==> src/rtl/uart_pkg.sv <==
// ============================================================================
// Module  : uart_pkg
// Brief   : Shared encodings and baud helpers for the UART transmitter.
// Revision: 1.0
// ============================================================================
`default_nettype none

package uart_pkg;

    localparam int PARITY_NONE = 0;
    localparam int PARITY_ODD  = 1;
    localparam int PARITY_EVEN = 2;

    typedef enum logic [2:0] {
        S_IDLE   = 3'd0,
        S_START  = 3'd1,
        S_DATA   = 3'd2,
        S_PARITY = 3'd3,
        S_STOP   = 3'd4
    } state_t;

    function automatic int calc_baud_div(input int clk_freq, input int baud_rate);
        return clk_freq / baud_rate;
    endfunction

    function automatic int calc_cnt_width(input int baud_div);
        return (baud_div <= 2) ? 1 : $clog2(baud_div);
    endfunction

endpackage

`default_nettype wire

==> src/rtl/uart_baud_gen.sv <==
// ============================================================================
// Module  : uart_baud_gen
// Brief   : Bit-period counter; pulses o_bit_tick on the last clock of a bit.
// Revision: 1.0
// ============================================================================
`default_nettype none

module uart_baud_gen #(
    parameter int BAUD_DIV = 10,
    parameter int CNT_W    = 4
) (
    input  logic clk,
    input  logic rst_n,
    input  logic i_clear,
    output logic o_bit_tick
);

    logic [CNT_W-1:0] r_cnt;
    logic             w_at_end;

    assign w_at_end   = (r_cnt == CNT_W'(BAUD_DIV - 1));
    assign o_bit_tick = w_at_end;

    always_ff @(posedge clk or negedge rst_n) begin
        if (!rst_n) begin
            r_cnt <= '0;
        end else if (i_clear || w_at_end) begin
            r_cnt <= '0;
        end else begin
            r_cnt <= r_cnt + 1'b1;
        end
    end

endmodule

`default_nettype wire

==> src/rtl/uart_tx.sv <==
// ============================================================================
// Module  : uart_tx
// Brief   : Byte-wide UART transmitter, configurable parity and stop bits.
// Revision: 1.0
// ============================================================================
`default_nettype none

module uart_tx
    import uart_pkg::*;
#(
    parameter int CLK_FREQ  = 100_000_000,
    parameter int BAUD_RATE = 115200,
    parameter int PARITY    = 0,
    parameter int STOP_BITS = 1
) (
    input  logic       clk,
    input  logic       rst_n,
    input  logic       uart_tx_en,
    input  logic [7:0] uart_tx_data,
    output logic       uart_tx_busy,
    output logic       uart_txd
);

    localparam int   BAUD_DIV  = calc_baud_div(CLK_FREQ, BAUD_RATE);
    localparam int   CNT_W     = calc_cnt_width(BAUD_DIV);
    localparam logic STOP_LAST = 1'(STOP_BITS - 1);

    state_t     r_state;
    logic [7:0] r_shift;
    logic [2:0] r_bit_idx;
    logic       r_stop_idx;
    logic       r_parity;
    logic       r_txd;
    logic       r_busy;

    logic       w_bit_tick;
    logic       w_clear;
    logic       w_parity;
    logic       w_frame_end;
    logic       w_accept;

    assign w_clear     = (r_state == S_IDLE);
    assign w_parity    = (PARITY == PARITY_ODD) ? ~^uart_tx_data : ^uart_tx_data;
    assign w_frame_end = (r_state == S_STOP) && w_bit_tick && (r_stop_idx == STOP_LAST);
    // A request still pending on the last stop clock chains the next frame with no idle gap.
    assign w_accept    = uart_tx_en && ((r_state == S_IDLE) || w_frame_end);

    uart_baud_gen #(
        .BAUD_DIV (BAUD_DIV),
        .CNT_W    (CNT_W)
    ) u_baud_gen (
        .clk        (clk),
        .rst_n      (rst_n),
        .i_clear    (w_clear),
        .o_bit_tick (w_bit_tick)
    );

    always_ff @(posedge clk or negedge rst_n) begin
        if (!rst_n) begin
            r_state    <= S_IDLE;
            r_shift    <= '0;
            r_bit_idx  <= '0;
            r_stop_idx <= 1'b0;
            r_parity   <= 1'b0;
            r_txd      <= 1'b1;
            r_busy     <= 1'b0;
        end else if (w_accept) begin
            r_state  <= S_START;
            r_shift  <= uart_tx_data;
            r_parity <= w_parity;
            r_txd    <= 1'b0;
            r_busy   <= 1'b1;
        end else begin
            case (r_state)
                S_IDLE: begin
                    r_txd  <= 1'b1;
                    r_busy <= 1'b0;
                end
                S_START: begin
                    if (w_bit_tick) begin
                        r_state   <= S_DATA;
                        r_txd     <= r_shift[0];
                        r_shift   <= {1'b0, r_shift[7:1]};
                        r_bit_idx <= '0;
                    end
                end
                S_DATA: begin
                    if (w_bit_tick) begin
                        if (r_bit_idx == 3'd7) begin
                            r_stop_idx <= 1'b0;
                            if (PARITY != PARITY_NONE) begin
                                r_state <= S_PARITY;
                                r_txd   <= r_parity;
                            end else begin
                                r_state <= S_STOP;
                                r_txd   <= 1'b1;
                            end
                        end else begin
                            r_bit_idx <= r_bit_idx + 3'd1;
                            r_txd     <= r_shift[0];
                            r_shift   <= {1'b0, r_shift[7:1]};
                        end
                    end
                end
                S_PARITY: begin
                    if (w_bit_tick) begin
                        r_state    <= S_STOP;
                        r_txd      <= 1'b1;
                        r_stop_idx <= 1'b0;
                    end
                end
                S_STOP: begin
                    if (w_bit_tick) begin
                        if (r_stop_idx == STOP_LAST) begin
                            r_state <= S_IDLE;
                            r_busy  <= 1'b0;
                        end else begin
                            r_stop_idx <= 1'b1;
                        end
                    end
                end
                default: begin
                    r_state <= S_IDLE;
                    r_txd   <= 1'b1;
                    r_busy  <= 1'b0;
                end
            endcase
        end
    end

    assign uart_txd     = r_txd;
    assign uart_tx_busy = r_busy;

endmodule

`default_nettype wire

==> config.mk <==
export PLATFORM = sky130hd
export DESIGN_NAME = uart_tx
export DESIGN_NICKNAME = d
export VERILOG_FILES = /design/src/rtl/uart_pkg.sv /design/src/rtl/uart_baud_gen.sv /design/src/rtl/uart_tx.sv
export SDC_FILE = /design/constraint.sdc
export NUM_CORES = 1
export LEC_CHECK = 0
export CORE_MARGIN = 2
export CORE_UTILIZATION = 23
export CTS_CLUSTER_DIAMETER = 30
export DETAILED_ROUTE_END_ITERATION = 6
export GPL_ROUTABILITY_DRIVEN = 0
export PLACE_DENSITY = 0.49
export SETUP_SLACK_MARGIN = 0.5
export SKIP_LAST_GASP = 1
export SYNTH_ARGS = -nofsm -noshare
export SYNTH_HDL_FRONTEND = slang
export SYNTH_SLANG_ARGS = --single-unit
==> constraint.sdc <==
create_clock -name clk -period 1.9 [get_ports clk]
set_input_delay 0.19 -clock clk [delete_from_list [all_inputs] [get_ports clk]]
set_output_delay 0.19 -clock clk [all_outputs]
set_load 0.02 [all_outputs]
==> out/summary.txt <==
run status: completed
most common cell in the netlist: dfrtp_1
non-filler cells, final: 264
die area: 7190 sq um
Synth async-reset ratio: 100.0%
synthesis warning total: 0
fin. max-slew vios: 0
CTS Hold Bufs: 0
IO buf count: 12
number of global-route vias before repair: 1229
worst vdd ir: 0.0002697 V
Total GRT Usage: 10.18%
max_cap viols: 0
worst hold path type: input pin to asynchronous set/reset pin
setup ws final: 0.02356 ns
min Tclk post-route: 1.876 ns
Worst R2R Start: r_bit_idx[1]$_DFFE_PN0P_
Die Wd: 84.80 um
effective utilization at floorplan: 23.78%
Post-Place Worst Slack: -0.1209 ns
# IOs: 13
Routed Antenna Nets: 0
Syn Nets: 162
TritonCTS clock tree: done
post-synth cell types: 45
synth top area cells: dfrtp_1 (42%), mux2_4 (7.0%), nor2_1 (4.7%)
first-pass GRT wire length: 5823 um
crit path kind: flip-flop to flip-flop
initial antenna violation count: 0
drc violations: 0
Syn Std Cell Area: 1501 sq um
Skew-Pair Late Insertion Delay: 0.27 ns
crit-path max FO: 7
core area: 6314 sq um
CP Data Arrival Time: 2.04 ns
share of cells above drive strength 1: 39.57%
Die Y: 84.80 um
top cell type's share of synthesized area: 41.67%
CTS Buffer Depth: 2
htree depth: 1
Final period util: 98.76%
via density per instance: 4.606
final net count: 202
total clock buffers created by CTS: 3
CTS Root Cell: clkbuf_8
Synth Register Bits: 26
Iter 0 DRT Violations: 54
drt wl/cell: 13.05 um
routed via count: 1216
Fmax: 532.9 MHz
Clock Skew: 0.008095 ns
Cells after DPL: 250
Seq/Total Area, Yosys: 43.42%
WP data required: 2.06 ns
Sink Count: 26
HPWL after DPL: 2380 um
largest net degree at the start of global routing: 27
Worst Max-Slew Pin Slew: 0.3454 ns
Final Hold Viols: 0
post-synth top area cell: dfrtp_1
Reg clk slew, reported paths: 0.10 ns
placed cell area: 1891 sq um
Worst setup EP type: flip-flop
Congestion Overflow GR: 0
ant diodes: 0
syn_area_per_cell: 10.14 sq um
Slew Limit Headroom: 76.97%
final setup vio count: 0
power per cell area: 464.9 nW/um^2
hold_ws: 0.2879 ns
Post-synth EDFFs: 0
Final Cell Area: 2130 sq um
most frequent cells after synthesis: dfrtp_1 (25), nor2_1 (19), nand2_1 (13), inv_1 (9)
# rows: 29
drt first pass iters: 4
LEAKAGE: 0.8793 nW
area delta synth->final: 41.83%
Detailed Route WL: 3444 um
RSZ-0062 raised after global routing: yes
Fillers: 657
main flop type after synthesis: dfrtp_1
CP startpoint kind: flip-flop
Worst Setup SP: r_bit_idx[1]$_DFFE_PN0P_
Synth Instances: 148
## what timing repair did
action,4_1_cts,5_1_grt
gates cloned,1,0
endpoints found under the setup margin,28,26
resized for setup,20,14
pin swaps,7,8
setup buffers,7,2
## final cells by class
cell class	instances	area (sq um)	area share, %
sequential	26	651.9	30.61
clock buffer	4	55.05	2.585
tap	77	96.34	4.524
timing repair buffer	42	377.9	17.74
inverter	9	33.78	1.586
multi-input combinational	106	914.6	42.95
## per-stage QoR
stage,power [mW],TNS [ns],utilization [%]
detailed placement,0.6355,-0.8294,29.94
global route,1.036,-0.4112,33.73
floorplan,0.5967,0,-
global placement,0.6354,-0.7615,29.94
CTS,1.007,-0.007394,32.74
finish,0.9901,0,33.73
## worst max-delay path, cell delays in order, from the launching register on
cell       delay [ns]
dfrtp_1          0.40
ha_2             0.20
ha_4             0.17
nor3b_4          0.21
o2111ai_2        0.17
o22ai_4          0.16
buf_12           0.16
mux2_4           0.30
## power breakdown
group	total (mW)	switching (mW)	internal, mW
registers	0.566	0.00503	0.561
logic	0.0570	0.0221	0.0349
clock network	0.367	0.182	0.185
## worst paths after layout
kind,cells past startpoint,slack [ns],end
max reg2reg,7,0.02,r_shift[6]$_DFFE_PN0P_
min,2,0.29,r_bit_idx[0]$_DFFE_PN0P_
max,7,0.02,r_shift[6]$_DFFE_PN0P_
min reg2reg,1,0.51,r_shift[5]$_DFFE_PN0P_
max in group asynchronous,2,1.32,uart_txd$_DFFE_PN1P_
min in group clk,1,0.51,r_shift[5]$_DFFE_PN0P_
## layout by cell type (no fill, tap or decap), types with 3 or more instances in the layout
master,count
clkbuf_8,4
buf_4,23
nand4_1,3
mux2_4,8
nor2_1,8
dfrtp_1,25
nor3_1,3
o32ai_1,7
nor2_2,9
nand2_1,12
xnor2_1,5
buf_6,6
xor2_1,3
nand3_1,4
inv_1,9
clkdlybuf4s50_1,10
## registers in the layout, summed over array words and instances (netlist names)
register	cells
uart_txd	1
r_state	3
r_bit_idx	3
uart_tx_busy	1
u_baud_gen.r_cnt	10
r_shift	8
## cells by family (layout without fill, tap and decap cells)
family | after synthesis | count (layout) | share of synthesized area, %
simple gates | 59 | 59 | 21.67
compound gates | 28 | 28 | 14.75
flops | 26 | 26 | 43.42
buf+inv | 16 | 55 | 5.250
xor+xnor | 8 | 8 | 4.667
mux | 8 | 8 | 7.750
fa+ha+maj | 3 | 3 | 2.500
## routing by layer
layer  global-route usage, %  share of wire, %
met1                   13.80                48
met2                   16.18                48
met3                   2.360               2.8
met4                   3.030               1.1
met5                       0                 0
Note: power is estimated with default switching activity, not from simulation.
